### src/rtl/loop_nest_counter_pkg.sv
// Shared types and defaults for the N-dimensional loop nest counter.
package loop_nest_pkg;

    typedef enum logic [1:0] {S_IDLE, S_RUN, S_DONE} lnc_state_e;

    localparam int LNC_NDIM   = 3;
    localparam int LNC_SIZE   = 12;
    localparam int LNC_ADDR_W = 32;

    typedef logic [LNC_SIZE-1:0] lnc_dim_t;

endpackage

### src/rtl/loop_nest_counter_stage.sv
// One dimension of the loop nest: index counter plus an incrementally
// maintained count*stride offset.
module loop_dim_stage
    import loop_nest_pkg::*;
#(
    parameter int SIZE   = LNC_SIZE,
    parameter int ADDR_W = LNC_ADDR_W
) (
    input  logic              aclk,
    input  logic              aresetn,
    input  logic              clr,
    input  logic              carry_in,
    input  logic [SIZE-1:0]   extent,
    input  logic [ADDR_W-1:0] stride,
    output logic [SIZE-1:0]   count,
    output logic [ADDR_W-1:0] offset,
    output logic              at_end,
    output logic              carry_out
);

    logic [SIZE-1:0]   count_q, count_d;
    logic [ADDR_W-1:0] offset_q, offset_d;

    // Extents 0 and 1 both pin the index at 0; avoids extent-1 underflow.
    assign at_end    = (extent <= SIZE'(1)) || (count_q == extent - SIZE'(1));
    assign carry_out = carry_in & at_end;
    assign count     = count_q;
    assign offset    = offset_q;

    always_comb begin
        count_d  = count_q;
        offset_d = offset_q;
        if (clr) begin
            count_d  = '0;
            offset_d = '0;
        end else if (carry_in) begin
            if (at_end) begin
                count_d  = '0;
                offset_d = '0;
            end else begin
                count_d  = count_q + SIZE'(1);
                offset_d = offset_q + stride;
            end
        end
    end

    always_ff @(posedge aclk or negedge aresetn) begin
        if (!aresetn) begin
            count_q  <= '0;
            offset_q <= '0;
        end else begin
            count_q  <= count_d;
            offset_q <= offset_d;
        end
    end

endmodule

### src/rtl/loop_nest_counter.sv
// N-dimensional nested loop counter / address generator with valid-ready
// output, start/done sequencing and per-dimension last flags.
module loop_nest_counter
    import loop_nest_pkg::*;
#(
    parameter int NDIM   = LNC_NDIM,
    parameter int SIZE   = LNC_SIZE,
    parameter int ADDR_W = LNC_ADDR_W
) (
    input  logic                   aclk,
    input  logic                   aresetn,
    input  logic                   clr,
    input  logic                   start,
    input  logic [NDIM*SIZE-1:0]   max,
    input  logic [NDIM*ADDR_W-1:0] stride,
    input  logic [ADDR_W-1:0]      base,
    output logic                   out_valid,
    input  logic                   out_ready,
    output logic [NDIM*SIZE-1:0]   count,
    output logic [ADDR_W-1:0]      addr,
    output logic [NDIM-1:0]        last,
    output logic                   busy,
    output logic                   done
);

    lnc_state_e state_q, state_d;

    logic [NDIM-1:0][SIZE-1:0]   max_q;
    logic [NDIM-1:0][ADDR_W-1:0] stride_q;
    logic [ADDR_W-1:0]           base_q;

    logic [NDIM-1:0][SIZE-1:0]   cnt;
    logic [NDIM-1:0][ADDR_W-1:0] off;
    logic [NDIM-1:0]             at_end;
    logic [NDIM-1:0]             end_pfx;
    logic [NDIM:0]               carry;
    logic                        running, step, load;
    logic [ADDR_W-1:0]           addr_sum;

    assign running   = (state_q == S_RUN);
    assign out_valid = running;
    assign busy      = (state_q != S_IDLE);
    assign done      = (state_q == S_DONE);
    assign step      = out_valid & out_ready;
    assign load      = (state_q == S_IDLE) & start & ~clr;
    assign carry[0]  = step;

    // carry[NDIM] is the step of the final beat: every dim wraps to 0 on it.
    for (genvar k = 0; k < NDIM; k++) begin : g_dim
        loop_dim_stage #(.SIZE(SIZE), .ADDR_W(ADDR_W)) u_stage (
            .aclk      (aclk),
            .aresetn   (aresetn),
            .clr       (clr),
            .carry_in  (carry[k]),
            .extent    (max_q[k]),
            .stride    (stride_q[k]),
            .count     (cnt[k]),
            .offset    (off[k]),
            .at_end    (at_end[k]),
            .carry_out (carry[k+1])
        );
    end

    always_comb begin
        logic acc;
        acc     = 1'b1;
        end_pfx = '0;
        for (int k = 0; k < NDIM; k++) begin
            acc        = acc & at_end[k];
            end_pfx[k] = acc;
        end
    end

    always_comb begin
        addr_sum = base_q;
        for (int k = 0; k < NDIM; k++) addr_sum = addr_sum + off[k];
    end

    // Outside RUN the offsets are already 0; gating base keeps addr at 0 too.
    assign addr  = running ? addr_sum : '0;
    assign count = cnt;
    assign last  = (running && !clr) ? end_pfx : '0;

    always_comb begin
        state_d = state_q;
        unique case (state_q)
            S_IDLE:  if (start)    state_d = S_RUN;
            S_RUN:   if (carry[NDIM]) state_d = S_DONE;
            S_DONE:  state_d = S_IDLE;
            default: state_d = S_IDLE;
        endcase
        if (clr) state_d = S_IDLE;
    end

    always_ff @(posedge aclk or negedge aresetn) begin
        if (!aresetn) begin
            state_q  <= S_IDLE;
            max_q    <= '0;
            stride_q <= '0;
            base_q   <= '0;
        end else begin
            state_q <= state_d;
            if (load) begin
                max_q    <= max;
                stride_q <= stride;
                base_q   <= base;
            end
        end
    end

endmodule

### config.mk
export PLATFORM = sky130hd
export DESIGN_NAME = loop_nest_counter
export DESIGN_NICKNAME = d
export VERILOG_FILES = /design/src/rtl/loop_nest_counter_pkg.sv /design/src/rtl/loop_nest_counter_stage.sv /design/src/rtl/loop_nest_counter.sv
export SDC_FILE = /design/constraint.sdc
export NUM_CORES = 1
export LEC_CHECK = 0
export ABC_AREA = 1
export CORE_ASPECT_RATIO = 2
export CORE_MARGIN = 3
export CORE_UTILIZATION = 50
export DETAILED_ROUTE_END_ITERATION = 10
export DONT_BUFFER_PORTS = 1
export GPL_TIMING_DRIVEN = 0
export REMOVE_ABC_BUFFERS = 1
export SETUP_SLACK_MARGIN = 0.02
export SYNTH_ARGS = -nofsm -noshare
export SYNTH_HDL_FRONTEND = slang
export SYNTH_HIERARCHICAL = 1
export SYNTH_SLANG_ARGS = --single-unit
export TNS_END_PERCENT = 50
### constraint.sdc
create_clock -name aclk -period 7.5 [get_ports aclk]
set_input_delay 1.5 -clock aclk [delete_from_list [all_inputs] [get_ports aclk]]
set_output_delay 1.5 -clock aclk [all_outputs]
set_load 0.01 [all_outputs]
==> results of run 1 <==
## through the flow
step / worst slack (ps) / power (mW) / hold slack (ps) / area [um^2]
2_1_floorplan: 2550 / 3.51 / 481 / 23700
3_3_place_gp: 1030 / 3.99 / 500 / 24500
3_5_place_dp: 2090 / 4.00 / 501 / 24600
4_1_cts: 1750 / 5.78 / 519 / 25700
5_1_grt: 1600 / 6.12 / 533 / 25800
6_report: 1800 / 5.73 / 520 / 25800
## worst min-delay path: cells and delay by family, from the launching register on
| family | cells | cell delay (ps) |
|---|---|---|
| DFF | 1 | 370 |
| and+or+nand+nor | 1 | 70 |
| AOI/OAI and AO/OA | 1 | 50 |
## kinds of logic after synthesis
| family | after synthesis | synth area share |
|---|---|---|
| simple gates | 1435 | 0.246 |
| buf+inv | 583 | 0.0992 |
| compound gates | 422 | 0.102 |
| flops | 298 | 0.310 |
| fa+ha+maj | 198 | 0.123 |
| mux | 136 | 0.0797 |
| xor+xnor | 111 | 0.0404 |
## cell usage after synthesis (all sizes together) (14+ instances only)
cell / count / area [um^2]
xnor2: 55 / 482
nor2: 322 / 1270
buf: 33 / 322
o21ai: 165 / 1020
or2: 17 / 106
nand3: 135 / 728
mux2: 135 / 1900
xor2: 56 / 490
dfrtp: 298 / 7460
nand4: 31 / 194
inv: 536 / 2010
nand2: 882 / 3320
o22ai: 32 / 200
fa: 65 / 1300
clkbuf: 14 / 52.6
ha: 133 / 1660
nor3: 29 / 165
o21bai: 18 / 139
a21oi: 188 / 941
## flip-flops by register name, indices dropped and copies added, names as in the netlist
signal,flops
g_dim.u_stage/offset,96
base_q,32
g_dim.u_stage/count,36
max_q,36
state_q,2
stride_q,96
## per-layer routing
layer	vias up	global-route usage
li1	10076	-
met1	9609	0.291
met2	549	0.579
met3	203	0.0320
met4	0	0.187
met5	-	0
## path summary, 6_finish.rpt
check / startpoint / end / slack, ps / cells past startpoint
worst max-delay path: g_dim[0].u_stage/offset[1] / addr[29] / 1800 / 16
worst min-delay path: g_dim[0].u_stage/offset[25] / g_dim[0].u_stage/offset[25] / 520 / 2
worst max register to register: state_q[1] / g_dim[2].u_stage/offset[0] / 2780 / 13
worst min register to register: g_dim[0].u_stage/offset[25] / g_dim[0].u_stage/offset[25] / 520 / 2
max in group asynchronous: aresetn / stride_q[52] / 5650 / 0
min in group asynchronous: aresetn / stride_q[64] / 600 / 0
## report_power, final
group | internal (mW) | leakage (nW) | switching, mW
logic | 0.753 | 8.91 | 1.22
registers | 1.82 | 3.76 | 0.200
clock network | 1.04 | 0.551 | 0.699
## final cells by class
type | count | share of cell area
antenna | 1 | 0.0000972
clock buffer | 37 | 0.0329
clock inverter | 18 | 0.0112
inverter | 536 | 0.0781
multi-input combinational | 2302 | 0.554
sequential | 298 | 0.290
tap | 632 | 0.0307
timing repair buffer | 4 | 0.00369
==> results.yml, run 1 <==
outcome:
  status: "complete, but fails checks"
  violations: "slew limit"
synth:
  async_flop_share: 1.00
  ys_seq_area_frac: 0.310
  synth-warning-count: 6
  synth_flop_cell: "dfrtp_1"
  synth_area_mm2: 0.0241
  synth.distinct_cells: 48
  ys_ff_latch: 298
  syn_avg_cell_area_um2: 7.56
  synth_cells: 3183
  synth_edf_count: 0
global_routing:
  overflow: 0
  grt_pass1_wl_um: 116000
  grt_pass1_vias: 21054
  grt_max_degree: 299
  grt_antenna_before_repair: 1
  grt.total_usage: 0.295
cells_and_area:
  register_area_mm2: 0.00746
  area_delta_synth_final_pct: 7.03
  multi_input_area_mm2: 0.0143
  num-fill-cells: 4720
  fin_nets: 3539
  final_cell_mix: "877 x nand2_1, 535 x inv_1, 306 x nor2_1"
  fin_cells: 3828
  utilization: 0.542
  final_common_cell: "nand2_1"
  drive_above_1_share: 0.0895
placement:
  place_congestion: 1.03
  dp_hpwl_um: 61800
  dp.cells: 3772
  io_buffers: 0
clock_network:
  clkLatencyLatePin_ps: 600
  cts_tree: "done"
  clk_path_buf_depth: 3
  clkTransAtPathRegs_ps: 70
  cts_root_buf: "clkbuf_16"
  post_cts_resized: 0
  cts_made_buffers: 30
  holdBufCountCts: 0
  h-tree-depth: 1
  cts_sinks: 298
  cts_setup_buffers: 0
power:
  max-vdd-ir-drop_mv: 0.194
  pwr_density_cell_mw_per_mm2: 223
  power.leakage_nw: 13.2
setup_path:
  cp_data_arrival_time_ps: 4200
  cp-end-kind: "primary output"
  critPathMaxFanout: 4
  cp_cell_sequence: "inv_1, fa_1, fa_1, inv_1, ha_1, inv_1, fa_1, inv_1, nand3_1, nand3_1, nand2_1, nand3_1, nand2_1, nand3_1, nand2_1, nor2_1"
  slowest_stage: "fa_1"
  slowest_delay_ps: 540
  critPathBufInv: 4
  crit_type: "reg2out"
  critPathTopFamily: "adder cells"
  startpoint_type: "register"
  required_ps: 6000
timing:
  skew_ps: 14.4
  fin_crit_sh: 0.760
  finalMaxSlewViolations: 97
  fmax_ghz: 0.175
  maxSlewHeadroom: -0.0361
  tns_ps: 0
  fin_crit_ps: 5700
  setup_viol: 0
  worstMarginPinSlew_ps: 1550
  rsz0062_at_grt: "false"
  finalHoldViolations: 0
floorplan:
  fp.dieH_um: 316
  dieWidth_um: 161
  std_cell_rows: 113
  io_pins: 243
  start_util: 0.506
  die_area_mm2: 0.0509
  coreArea_mm2: 0.0475
detailed_routing:
  drtAntennaViolNets: 0
  routedLengthMet1_um: 25900
  wl_met3_um: 2980
  drc: 0
  vias: 20437
  first_iter_violations: 988
  viasPerCell: 5.34
  routed_wl_um: 75700
  wl_met2_um: 41300
  topRoutingLayerUsed: "met4"
  wire_per_inst_um: 19.8
  firstDrtPassIters: 5
job:
  drv_cap: 0
worst_hold_path:
  hp-class: "reg2reg"
(Power assumes the default switching activity.)
==> inputs of run 2 (changes only) <==
==> constraint.sdc (replaced) <==
create_clock -name aclk -period 5.5 [get_ports aclk]
set_input_delay 1.1 -clock aclk [delete_from_list [all_inputs] [get_ports aclk]]
set_output_delay 1.1 -clock aclk [all_outputs]
set_load 0.01 [all_outputs]
==> run 2 against run 1 <==
The flow still finishes with violations (slew limit). Largest power group unchanged. Register-to-register slack worse by 2000 ps. Sequential share of layout area is essentially flat. Highest routed layer unchanged. Worst hold slack lost 320 ps. Worst setup slack got worse by 1500 ps.
==> results.yml, run 2 (same netlist as run 1, synthesis figures left out) <==
placement:
  place_congestion: 1.03
  dp.cells: 3772
  io_buffers: 0
  dp_hpwl_um: 61800
timing:
  finalMaxSlewViolations: 97
  worstMarginPinSlew_ps: 1550
  setup_viol: 0
  maxSlewHeadroom: -0.0362
  fin_crit_sh: 0.954
  rsz0062_at_grt: "true"
  skew_ps: 14.3
  fin_crit_ps: 5250
  fmax_ghz: 0.191
  finalHoldViolations: 0
global_routing:
  grt_max_degree: 299
  grt_pass1_wl_um: 116000
  grt.total_usage: 0.295
  grt_pass1_vias: 21054
  grt_antenna_before_repair: 1
  overflow: 0
detailed_routing:
  drtAntennaViolNets: 0
  wire_per_inst_um: 19.8
  viasPerCell: 5.34
  routed_wl_um: 75700
  firstDrtPassIters: 5
  vias: 20428
  drc: 0
  first_iter_violations: 988
cells_and_area:
  final_common_cell: "nand2_1"
  fin_cells: 3828
  num-fill-cells: 4719
  drive_above_1_share: 0.0898
  fin_nets: 3539
  area_delta_synth_final_pct: 7.04
  final_cell_mix: "877 x nand2_1, 535 x inv_1, 305 x nor2_1"
floorplan:
  start_util: 0.506
  std_cell_rows: 113
  io_pins: 243
  die_area_mm2: 0.0509
  dieWidth_um: 161
  fp.dieH_um: 316
  coreArea_mm2: 0.0475
clock_network:
  h-tree-depth: 1
  clkTransAtPathRegs_ps: 70
  clk_path_buf_depth: 3
  cts_made_buffers: 30
  clkLatencyLatePin_ps: 600
  cts_root_buf: "clkbuf_16"
  holdBufCountCts: 0
  cts_sinks: 298
  cts_tree: "done"
setup_path:
  r2r_cells: 13
  critPathMaxFanout: 4
  rrSetupSlack_ps: 770
  worstReg2RegStart: "state_q[1]"
  cp_data_arrival_time_ps: 4150
  r2r-end: "g_dim[2].u_stage/offset[0]"
  crit_type: "reg2out"
  startpoint_type: "register"
  cp-end-kind: "primary output"
  required_ps: 4400
worst_hold_path:
  hp-class: "in2async"
power:
  power.leakage_nw: 13.2
  finalPower_mw: 7.82
  max-vdd-ir-drop_mv: 0.264
  pwr_density_cell_mw_per_mm2: 304
outcome:
  status: "complete, but fails checks"
  violations: "slew limit"
job:
  drv_cap: 0
==> run 2: cell counts in the layout (fill, tap and decap cells not counted) <==
Identical to the previous run, type by type.
==> run 2: how the worst max path moves through the flow <==
stage,from,endpoint,slack [ps]
floorplan,clr,base_q[31],950
global placement,clr,base_q[14],-570
detailed placement,state_q[1],g_dim[2].u_stage/offset[0],90
CTS,state_q[1],g_dim[2].u_stage/offset[0],50
global route,g_dim[0].u_stage/offset[1],addr[17],10
finish,g_dim[0].u_stage/offset[1],addr[31],250
==> run 2: layer usage <==
layer / share of wire / up-vias / global-route usage
met1: 0.34 / 9612 / 0.291
met4: 0.073 / 0 / 0.187
met5: 0 / - / 0
li1: - / 10075 / -
met2: 0.55 / 538 / 0.579
met3: 0.039 / 203 / 0.0320
==> run 2: area by class of cell <==
type | instances | area, um^2 | share of cell area
multi-input combinational | 2302 | 14300 | 0.554
antenna | 1 | 2.50 | 0.0000972
inverter | 536 | 2010 | 0.0781
sequential | 298 | 7460 | 0.290
clock buffer | 37 | 848 | 0.0329
timing repair buffer | 4 | 95.1 | 0.00369
tap | 632 | 791 | 0.0307
clock inverter | 18 | 288 | 0.0112
==> run 2: per-stage QoR <==
step,setup TNS (ps),area (um^2),hold slack [ps],util,worst slack (ps)
after floorplan,0,23700,481,-,955
final,0,25800,200,0.542,253
after global placement,-12480,24500,500,0.515,-572
after detailed placement,0,24600,501,0.518,91.1
after global routing,0,25800,165,0.542,14.5
after CTS,0,25700,160,0.542,48.4
==> run 2: repair_timing <==
action | 4_1_cts | 5_1_grt
buffers inserted | 0 | 0
endpoints found under the setup margin | 0 | 2
resized for setup | 0 | 1
==> run 2: critical path, cell delays in order (launching register included) <==
cell and delay, ps:
dfrtp_1 430, inv_1 90, fa_1 540, fa_1 420, inv_1 70, ha_1 190
inv_1 70, fa_1 410, inv_1 110, nand2_1 70, nand3_1 170, nand2_1 90
nand2_1 250, nand2_1 120, nand3_1 100, nand2_1 50, nor2_1 380
==> run 2: where the power goes <==
part / switching, mW / leakage (nW) / internal, mW
Clock: 0.952 / 0.551 / 1.42
Sequential: 0.273 / 3.76 / 2.48
Combinational: 1.66 / 8.91 / 1.03
